## config.mk

```make
export PLATFORM = sky130hd
export DESIGN_NAME = usb_fifo_arbiter_flat
export DESIGN_NICKNAME = d
export VERILOG_FILES = /design/src/rtl/usb_fifo_arbiter_if.sv /design/src/rtl/usb_fifo_arbiter.sv /design/src/flat_wrapper.sv
export SDC_FILE = /design/constraint.sdc
export NUM_CORES = 1
export LEC_CHECK = 0
export ABC_AREA = 1
export BUFFER_PORTS_ARGS = -buffer_cell sky130_fd_sc_hd__buf_2
export CELL_PAD_IN_SITES_DETAIL_PLACEMENT = 1
export CELL_PAD_IN_SITES_GLOBAL_PLACEMENT = 2
export CORE_MARGIN = 10
export CORE_UTILIZATION = 29
export DETAILED_ROUTE_END_ITERATION = 6
export GPL_TIMING_DRIVEN = 0
export PLACE_DENSITY = 0.74
export SYNTH_ARGS = -nofsm -noshare
export SYNTH_HDL_FRONTEND = slang
export SYNTH_SLANG_ARGS = --single-unit
export TNS_END_PERCENT = 50
```

## constraint.sdc

```tcl
create_clock -name clk -period 1.2 [get_ports clk]
set_input_delay 0.24 -clock clk [delete_from_list [all_inputs] [get_ports clk]]
set_output_delay 0.24 -clock clk [all_outputs]
set_load 0.01 [all_outputs]
```

## src/rtl/usb_fifo_arbiter_if.sv

```systemverilog
// Bus bundle between the FIFO arbiter, its two masters and the FT245 pins.
// The slave side is the arbiter; the master side is everything around it.
interface usb_fifo_arbiter_if #(
    parameter int NUM_M = 2
);
    logic             usb_rxf_n;
    logic             usb_txe_n;
    logic             usb_rd_n;
    logic             usb_wr;
    logic             usb_data_oe;
    logic [NUM_M-1:0] m_req;
    logic [NUM_M-1:0] m_rd_n;
    logic [NUM_M-1:0] m_wr;
    logic [NUM_M-1:0] m_oe;
    logic [NUM_M-1:0] m_gnt;
    logic [NUM_M-1:0] m_rxf_n;
    logic [NUM_M-1:0] m_txe_n;
    logic             busy;
    logic             gnt_id;

    modport slave (
        input  usb_rxf_n, usb_txe_n, m_req, m_rd_n, m_wr, m_oe,
        output usb_rd_n, usb_wr, usb_data_oe, m_gnt, m_rxf_n, m_txe_n, busy, gnt_id
    );

    modport master (
        output usb_rxf_n, usb_txe_n, m_req, m_rd_n, m_wr, m_oe,
        input  usb_rd_n, usb_wr, usb_data_oe, m_gnt, m_rxf_n, m_txe_n, busy, gnt_id
    );
endinterface

```

## src/rtl/usb_fifo_arbiter.sv

```systemverilog
// Two-master round-robin arbiter for a shared FT245 FIFO bus, with a
// per-grant byte quota and a fixed idle turnaround between owners.

// Per-master strobe tracker: flags a completed byte and a quiet bus.
module usb_fifo_arb_lane (
    input  logic clk,
    input  logic rst_n,
    input  logic rd_n,
    input  logic wr,
    input  logic oe,
    input  logic en,
    output logic byte_done,
    output logic quiet
);
    logic rd_n_q;
    logic wr_q;

    always_ff @(posedge clk or negedge rst_n) begin
        if (!rst_n) begin
            rd_n_q <= 1'b1;
            wr_q   <= 1'b0;
        end else begin
            rd_n_q <= rd_n;
            wr_q   <= wr;
        end
    end

    // A read completes on RD_N rising, a write on WR falling.
    assign byte_done = en & ((rd_n & ~rd_n_q) | (~wr & wr_q));
    assign quiet     = rd_n & ~wr & ~oe;
endmodule

module usb_fifo_arbiter #(
    parameter int HOLD_MAX = 16,
    parameter int TURN_CYC = 2
) (
    input  logic               clk,
    input  logic               rst_n,
    usb_fifo_arbiter_if.slave  bus
);
    localparam int NUM_M = 2;
    localparam logic [7:0] HOLD  = 8'(HOLD_MAX);
    localparam logic [3:0] TLOAD = 4'(TURN_CYC - 1);

    typedef enum logic [1:0] {IDLE, GRANT, TURN} state_t;

    state_t           state;
    logic             own;
    logic             pri;
    logic [7:0]       cnt;
    logic [3:0]       tcnt;
    logic [NUM_M-1:0] gnt_q;
    logic [NUM_M-1:0] rxf_q;
    logic [NUM_M-1:0] txe_q;
    logic             rd_n_q;
    logic             wr_q;
    logic             oe_q;
    logic             busy_q;

    logic [NUM_M-1:0] byte_done;
    logic [NUM_M-1:0] quiet;
    logic             in_grant;
    logic             pick;
    logic             quota_hit;
    logic             release_go;

    assign in_grant = (state == GRANT);

    for (genvar i = 0; i < NUM_M; i++) begin : g_lane
        usb_fifo_arb_lane u_lane (
            .clk       (clk),
            .rst_n     (rst_n),
            .rd_n      (bus.m_rd_n[i]),
            .wr        (bus.m_wr[i]),
            .oe        (bus.m_oe[i]),
            .en        (in_grant && (own == 1'(i))),
            .byte_done (byte_done[i]),
            .quiet     (quiet[i])
        );
    end

    // Contention goes to PRI; a lone requester wins regardless.
    assign pick       = (&bus.m_req) ? pri : bus.m_req[1];
    assign quota_hit  = (cnt >= HOLD) && bus.m_req[~own];
    assign release_go = in_grant && quiet[own] && (!bus.m_req[own] || quota_hit);

    always_ff @(posedge clk or negedge rst_n) begin
        if (!rst_n) begin
            state  <= IDLE;
            own    <= 1'b0;
            pri    <= 1'b0;
            cnt    <= 8'd0;
            tcnt   <= 4'd0;
            gnt_q  <= '0;
            rxf_q  <= '1;
            txe_q  <= '1;
            rd_n_q <= 1'b1;
            wr_q   <= 1'b0;
            oe_q   <= 1'b0;
            busy_q <= 1'b0;
        end else begin
            rxf_q  <= '1;
            txe_q  <= '1;
            rd_n_q <= 1'b1;
            wr_q   <= 1'b0;
            oe_q   <= 1'b0;
            case (state)
                IDLE: begin
                    if (|bus.m_req) begin
                        state  <= GRANT;
                        own    <= pick;
                        gnt_q  <= pick ? 2'b10 : 2'b01;
                        cnt    <= 8'd0;
                        busy_q <= 1'b1;
                    end else begin
                        busy_q <= 1'b0;
                    end
                end
                GRANT: begin
                    busy_q <= 1'b1;
                    if (release_go) begin
                        state <= TURN;
                        gnt_q <= '0;
                        pri   <= ~own;
                        tcnt  <= TLOAD;
                    end else begin
                        if (byte_done[own] && (cnt < HOLD))
                            cnt <= cnt + 8'd1;
                        rd_n_q     <= bus.m_rd_n[own];
                        wr_q       <= bus.m_wr[own];
                        oe_q       <= bus.m_oe[own];
                        rxf_q[own] <= bus.usb_rxf_n;
                        txe_q[own] <= bus.usb_txe_n;
                    end
                end
                TURN: begin
                    if (tcnt == 4'd0) begin
                        state  <= IDLE;
                        busy_q <= 1'b0;
                    end else begin
                        tcnt   <= tcnt - 4'd1;
                        busy_q <= 1'b1;
                    end
                end
                default: begin
                    state  <= IDLE;
                    gnt_q  <= '0;
                    busy_q <= 1'b0;
                end
            endcase
        end
    end

    assign bus.m_gnt       = gnt_q;
    assign bus.gnt_id      = own;
    assign bus.busy        = busy_q;
    assign bus.m_rxf_n     = rxf_q;
    assign bus.m_txe_n     = txe_q;
    assign bus.usb_rd_n    = rd_n_q;
    assign bus.usb_wr      = wr_q;
    assign bus.usb_data_oe = oe_q;
endmodule

```

## src/flat_wrapper.sv

```systemverilog
// flat-port wrapper written by rule: the top's interface ports become plain ports
module usb_fifo_arbiter_flat 
#(
    parameter int HOLD_MAX = 16,
    parameter int TURN_CYC = 2
)
  (clk, rst_n, bus_usb_rxf_n, bus_usb_txe_n, bus_m_req, bus_m_rd_n, bus_m_wr, bus_m_oe, bus_usb_rd_n, bus_usb_wr, bus_usb_data_oe, bus_m_gnt, bus_m_rxf_n, bus_m_txe_n, bus_busy, bus_gnt_id);
  usb_fifo_arbiter_if bus_i ();
  input  logic clk;
  input  logic rst_n;
  input wire logic [$bits(bus_i.usb_rxf_n)-1:0] bus_usb_rxf_n;
  input wire logic [$bits(bus_i.usb_txe_n)-1:0] bus_usb_txe_n;
  input wire logic [$bits(bus_i.m_req)-1:0] bus_m_req;
  input wire logic [$bits(bus_i.m_rd_n)-1:0] bus_m_rd_n;
  input wire logic [$bits(bus_i.m_wr)-1:0] bus_m_wr;
  input wire logic [$bits(bus_i.m_oe)-1:0] bus_m_oe;
  output wire logic [$bits(bus_i.usb_rd_n)-1:0] bus_usb_rd_n;
  output wire logic [$bits(bus_i.usb_wr)-1:0] bus_usb_wr;
  output wire logic [$bits(bus_i.usb_data_oe)-1:0] bus_usb_data_oe;
  output wire logic [$bits(bus_i.m_gnt)-1:0] bus_m_gnt;
  output wire logic [$bits(bus_i.m_rxf_n)-1:0] bus_m_rxf_n;
  output wire logic [$bits(bus_i.m_txe_n)-1:0] bus_m_txe_n;
  output wire logic [$bits(bus_i.busy)-1:0] bus_busy;
  output wire logic [$bits(bus_i.gnt_id)-1:0] bus_gnt_id;
  assign bus_i.usb_rxf_n = bus_usb_rxf_n;
  assign bus_i.usb_txe_n = bus_usb_txe_n;
  assign bus_i.m_req = bus_m_req;
  assign bus_i.m_rd_n = bus_m_rd_n;
  assign bus_i.m_wr = bus_m_wr;
  assign bus_i.m_oe = bus_m_oe;
  assign bus_usb_rd_n = bus_i.usb_rd_n;
  assign bus_usb_wr = bus_i.usb_wr;
  assign bus_usb_data_oe = bus_i.usb_data_oe;
  assign bus_m_gnt = bus_i.m_gnt;
  assign bus_m_rxf_n = bus_i.m_rxf_n;
  assign bus_m_txe_n = bus_i.m_txe_n;
  assign bus_busy = bus_i.busy;
  assign bus_gnt_id = bus_i.gnt_id;
  usb_fifo_arbiter #(.HOLD_MAX(HOLD_MAX), .TURN_CYC(TURN_CYC)) u_core (.clk(clk), .rst_n(rst_n), .bus(bus_i));
endmodule
```

==> results.cfg <==
[detailed_routing]
initialDrtViolationCount = 27
drc_errors = 0
wl_per_cell_um = 14.0
routed-wl-met2_um = 2050
wl_met1_um = 1610
drt_wl_total_um = 3890
ant_nets = 0
dr_wl_met3_um = 181
vias = 1204
first_pass_iters = 4
maxUsedRoutingLayer = met4
viasPerCell = 4.33

[pwr]
ir_worst_vdd_mv = 0.906
p_total_mw = 4.84
leakagePower_nw = 1.04
p_per_area_nw_per_um2 = 2340

[clock_network]
cts_buffer_depth = 2
cts.htree.levels = 2
cts_buffers = 5
path_clk_slew_ns = 0.07
clkLatencyLatePin_ns = 0.28
cts.sinks = 30
root_buffer = clkbuf_8
cts_tree = built

[yosys]
syn_avg_cell_area_um2 = 8.50
seq_area_frac_synth_pct = 53.2
synthCells = 168
synth_warnings = 0
ys_types = 21
netlist_area_um2 = 1430
synth_fp_nets = 183
ys_ff_latch = 30

[sta]
slew-limit-headroom_pct = 55.0
fmax_mhz = 685
max_slew.worst_pin.slew_ns = 0.676
setup_viol = 23
holdWs_ns = -0.00988
slew_violations = 0
fin_ws_ns = -0.260
rsz0062_at_grt = yes
hold_viol = 7
fin_skew_ns = 0.00753
period_needed_ns = 1.46
period_share_pct = 122

[hold_path]
min_path_type = in2async

[floorplan]
row_count = 25
die_area_um2 = 8130
initial_utilization_pct = 30.0
core_region_area_um2 = 4750
die_w_um = 90.2
die_h_um = 90.2
io_pins = 23

[place]
dp_hpwl_um = 2620
dp.cells = 257
portBuffers = 22
gp_congestion = 0.797
dpl_worst_slack_ns = -0.289

[finish]
drive_above_1_share_pct = 45.5
fillerInstances = 577
area_growth_pct = 45.0
antennaDiodeCount = 0
layout.nets = 225
layout.cells.non_filler = 278

[status]
violations = negative hold slack, negative setup slack
status = finished with violations

[grt]
antenna_found_initial = 0
grt_pass1_wl_um = 6300
grt-ovfl-total = 0
grt_max_degree = 31
globalRouteTotalUtil_pct = 9.50
grt_pass1_vias = 1320

[worst_setup_path]
cp_data_arrival_time_ns = 1.62
cp.required_ns = 1.36
cp-start-kind = register
crit_type = reg2reg
crit_path_end_kind = register
path_max_fanout = 7

[run]
maxCapViolCount = 0
report_power, final:
group          total (mW)  internal, mW  switching (mW)
clock network        1.28         0.886           0.394
logic                2.01         0.861            1.15
registers            1.56          1.34           0.215
total                4.84          3.09            1.75
synthesized netlist by cell type:
cell      count  area [um^2]
nand2_1      51          191
dfrtp_1      23          576
inv_1        23         86.3
nor2_1       18         67.6
nand3_1      13         65.1
dfstp_2       7          184
nand2_2       4         25.0
xor2_1        4         35.0
a21oi_1       3         15.0
ha_1          3         37.5
o21ai_0       3         15.0
buf_6         2         22.5
inv_2         2         7.51
nand2_4       2         22.5
nand3_2       2         20.0
nand3b_1      2         15.0
o21ai_1       2         10.0
nor2_2        1         6.26
nor2_4        1         11.3
or2_2         1         6.26
xnor2_1       1         8.76
path summary, 6_finish.rpt:
kind                       depth (start not counted)           startpoint                        endpoint  slack [ns]
setup / recovery                                  10      u_core.state[1]                   u_core.cnt[1]       -0.26
min in group clk                                   1        bus_m_rd_n[0]  u_core.g_lane[0].u_lane.rd_n_q        0.08
hold / removal                                     1                rst_n    u_core.g_lane[1].u_lane.wr_q       -0.01
hold reg to reg                                    2  u_core.bus.m_gnt[0]             u_core.bus.m_gnt[0]        0.48
setup reg to reg                                  10      u_core.state[1]                   u_core.cnt[1]       -0.26
max in group asynchronous                          1                rst_n                 u_core.state[0]        0.72
sequential cells by signal, summed over array words and instances, names as in the netlist, 2 cells and up:
name	flops
u_core.bus.m_txe_n	2
u_core.tcnt	4
u_core.g_lane.u_lane.rd_n_q	2
u_core.cnt	8
u_core.bus.m_rxf_n	2
u_core.state	2
u_core.g_lane.u_lane.wr_q	2
u_core.bus.m_gnt	2
placed cells by master (no fill, tap or decap), types with 2 or more instances in the layout:
cell type / n
a21oi_2: 2
buf_2: 22
buf_4: 9
buf_6: 3
buf_8: 2
bufinv_16: 2
clkbuf_8: 6
dfrtp_1: 21
dfrtp_2: 2
dfstp_2: 7
ha_1: 2
inv_1: 21
inv_2: 4
nand2_1: 41
nand2_2: 6
nand2_4: 8
nand2_8: 2
nand3_1: 10
nand3_2: 5
nand3b_1: 2
nor2_1: 11
nor2_2: 5
nor2_4: 4
o21ai_0: 3
o21ai_2: 2
xor2_1: 3
layout make-up:
cell class	count	area (um^2)	area share (%)
well taps	67	83.8	4.05
clock inverters	2	60.1	2.90
clock buffers	6	82.6	3.99
multi-input cells	111	718	34.7
repair buffers	35	239	11.5
plain buffers	2	30.0	1.45
flip-flops and latches	30	762	36.8
inverters	25	93.8	4.53
kinds of logic (layout without fill, tap and decap cells):
logic type	count (synthesis)	in the layout	synth area share (%)
buffers and inverters	27	70	8.15
adder cells (fa/ha/maj)	3	3	2.63
XOR/XNOR	5	5	3.07
flip-flops	30	30	53.2
AO/OA/AOI/OAI	8	8	2.80
AND/OR/NAND/NOR	95	95	30.1
routing by layer:
| metal | GRT usage [%] | vias up |
|---|---|---|
| met1 | 10.5 | 580 |
| li1 | - | 591 |
| met5 | 0 | - |
| met2 | 16.5 | 26 |
| met3 | 3.08 | 7 |
| met4 | 3.58 | 0 |
per-stage QoR:
stage / instance area, um^2 / hold slack [ns] / utilization [%] / TNS [ns]
2_1_floorplan: 1440 / -0.0556 / - / -1.03
3_3_place_gp: 1630 / 0.312 / 34.3 / -4.00
3_5_place_dp: 1630 / 0.326 / 34.3 / -4.97
4_1_cts: 1920 / 0.0125 / 40.4 / -4.85
5_1_grt: 2070 / 0.0364 / 43.5 / -6.01
6_report: 2070 / -0.00988 / 43.5 / -3.81
repair_timing:
| item | in CTS | in global routing |
|---|---|---|
| pin swaps | 4 | 9 |
| setup endpoints to repair | 22 | 26 |
| hold buffers | 0 | 0 |
| hold endpoints to repair | 0 | 0 |
| resized for setup | 8 | 39 |
| cloned | 1 | 0 |
| setup buffers | 11 | 1 |
worst max-delay path: stages, from the launching register on:
cell,delay [ns]
dfrtp_1,0.40
inv_2,0.08
nand2_4,0.07
buf_8,0.13
buf_4,0.16
nor2_4,0.11
nand2_2,0.07
nand2_4,0.13
nand2_8,0.07
nand2_1,0.07
nand2_1,0.06
No activity file was read; power rests on OpenSTA's default activity.
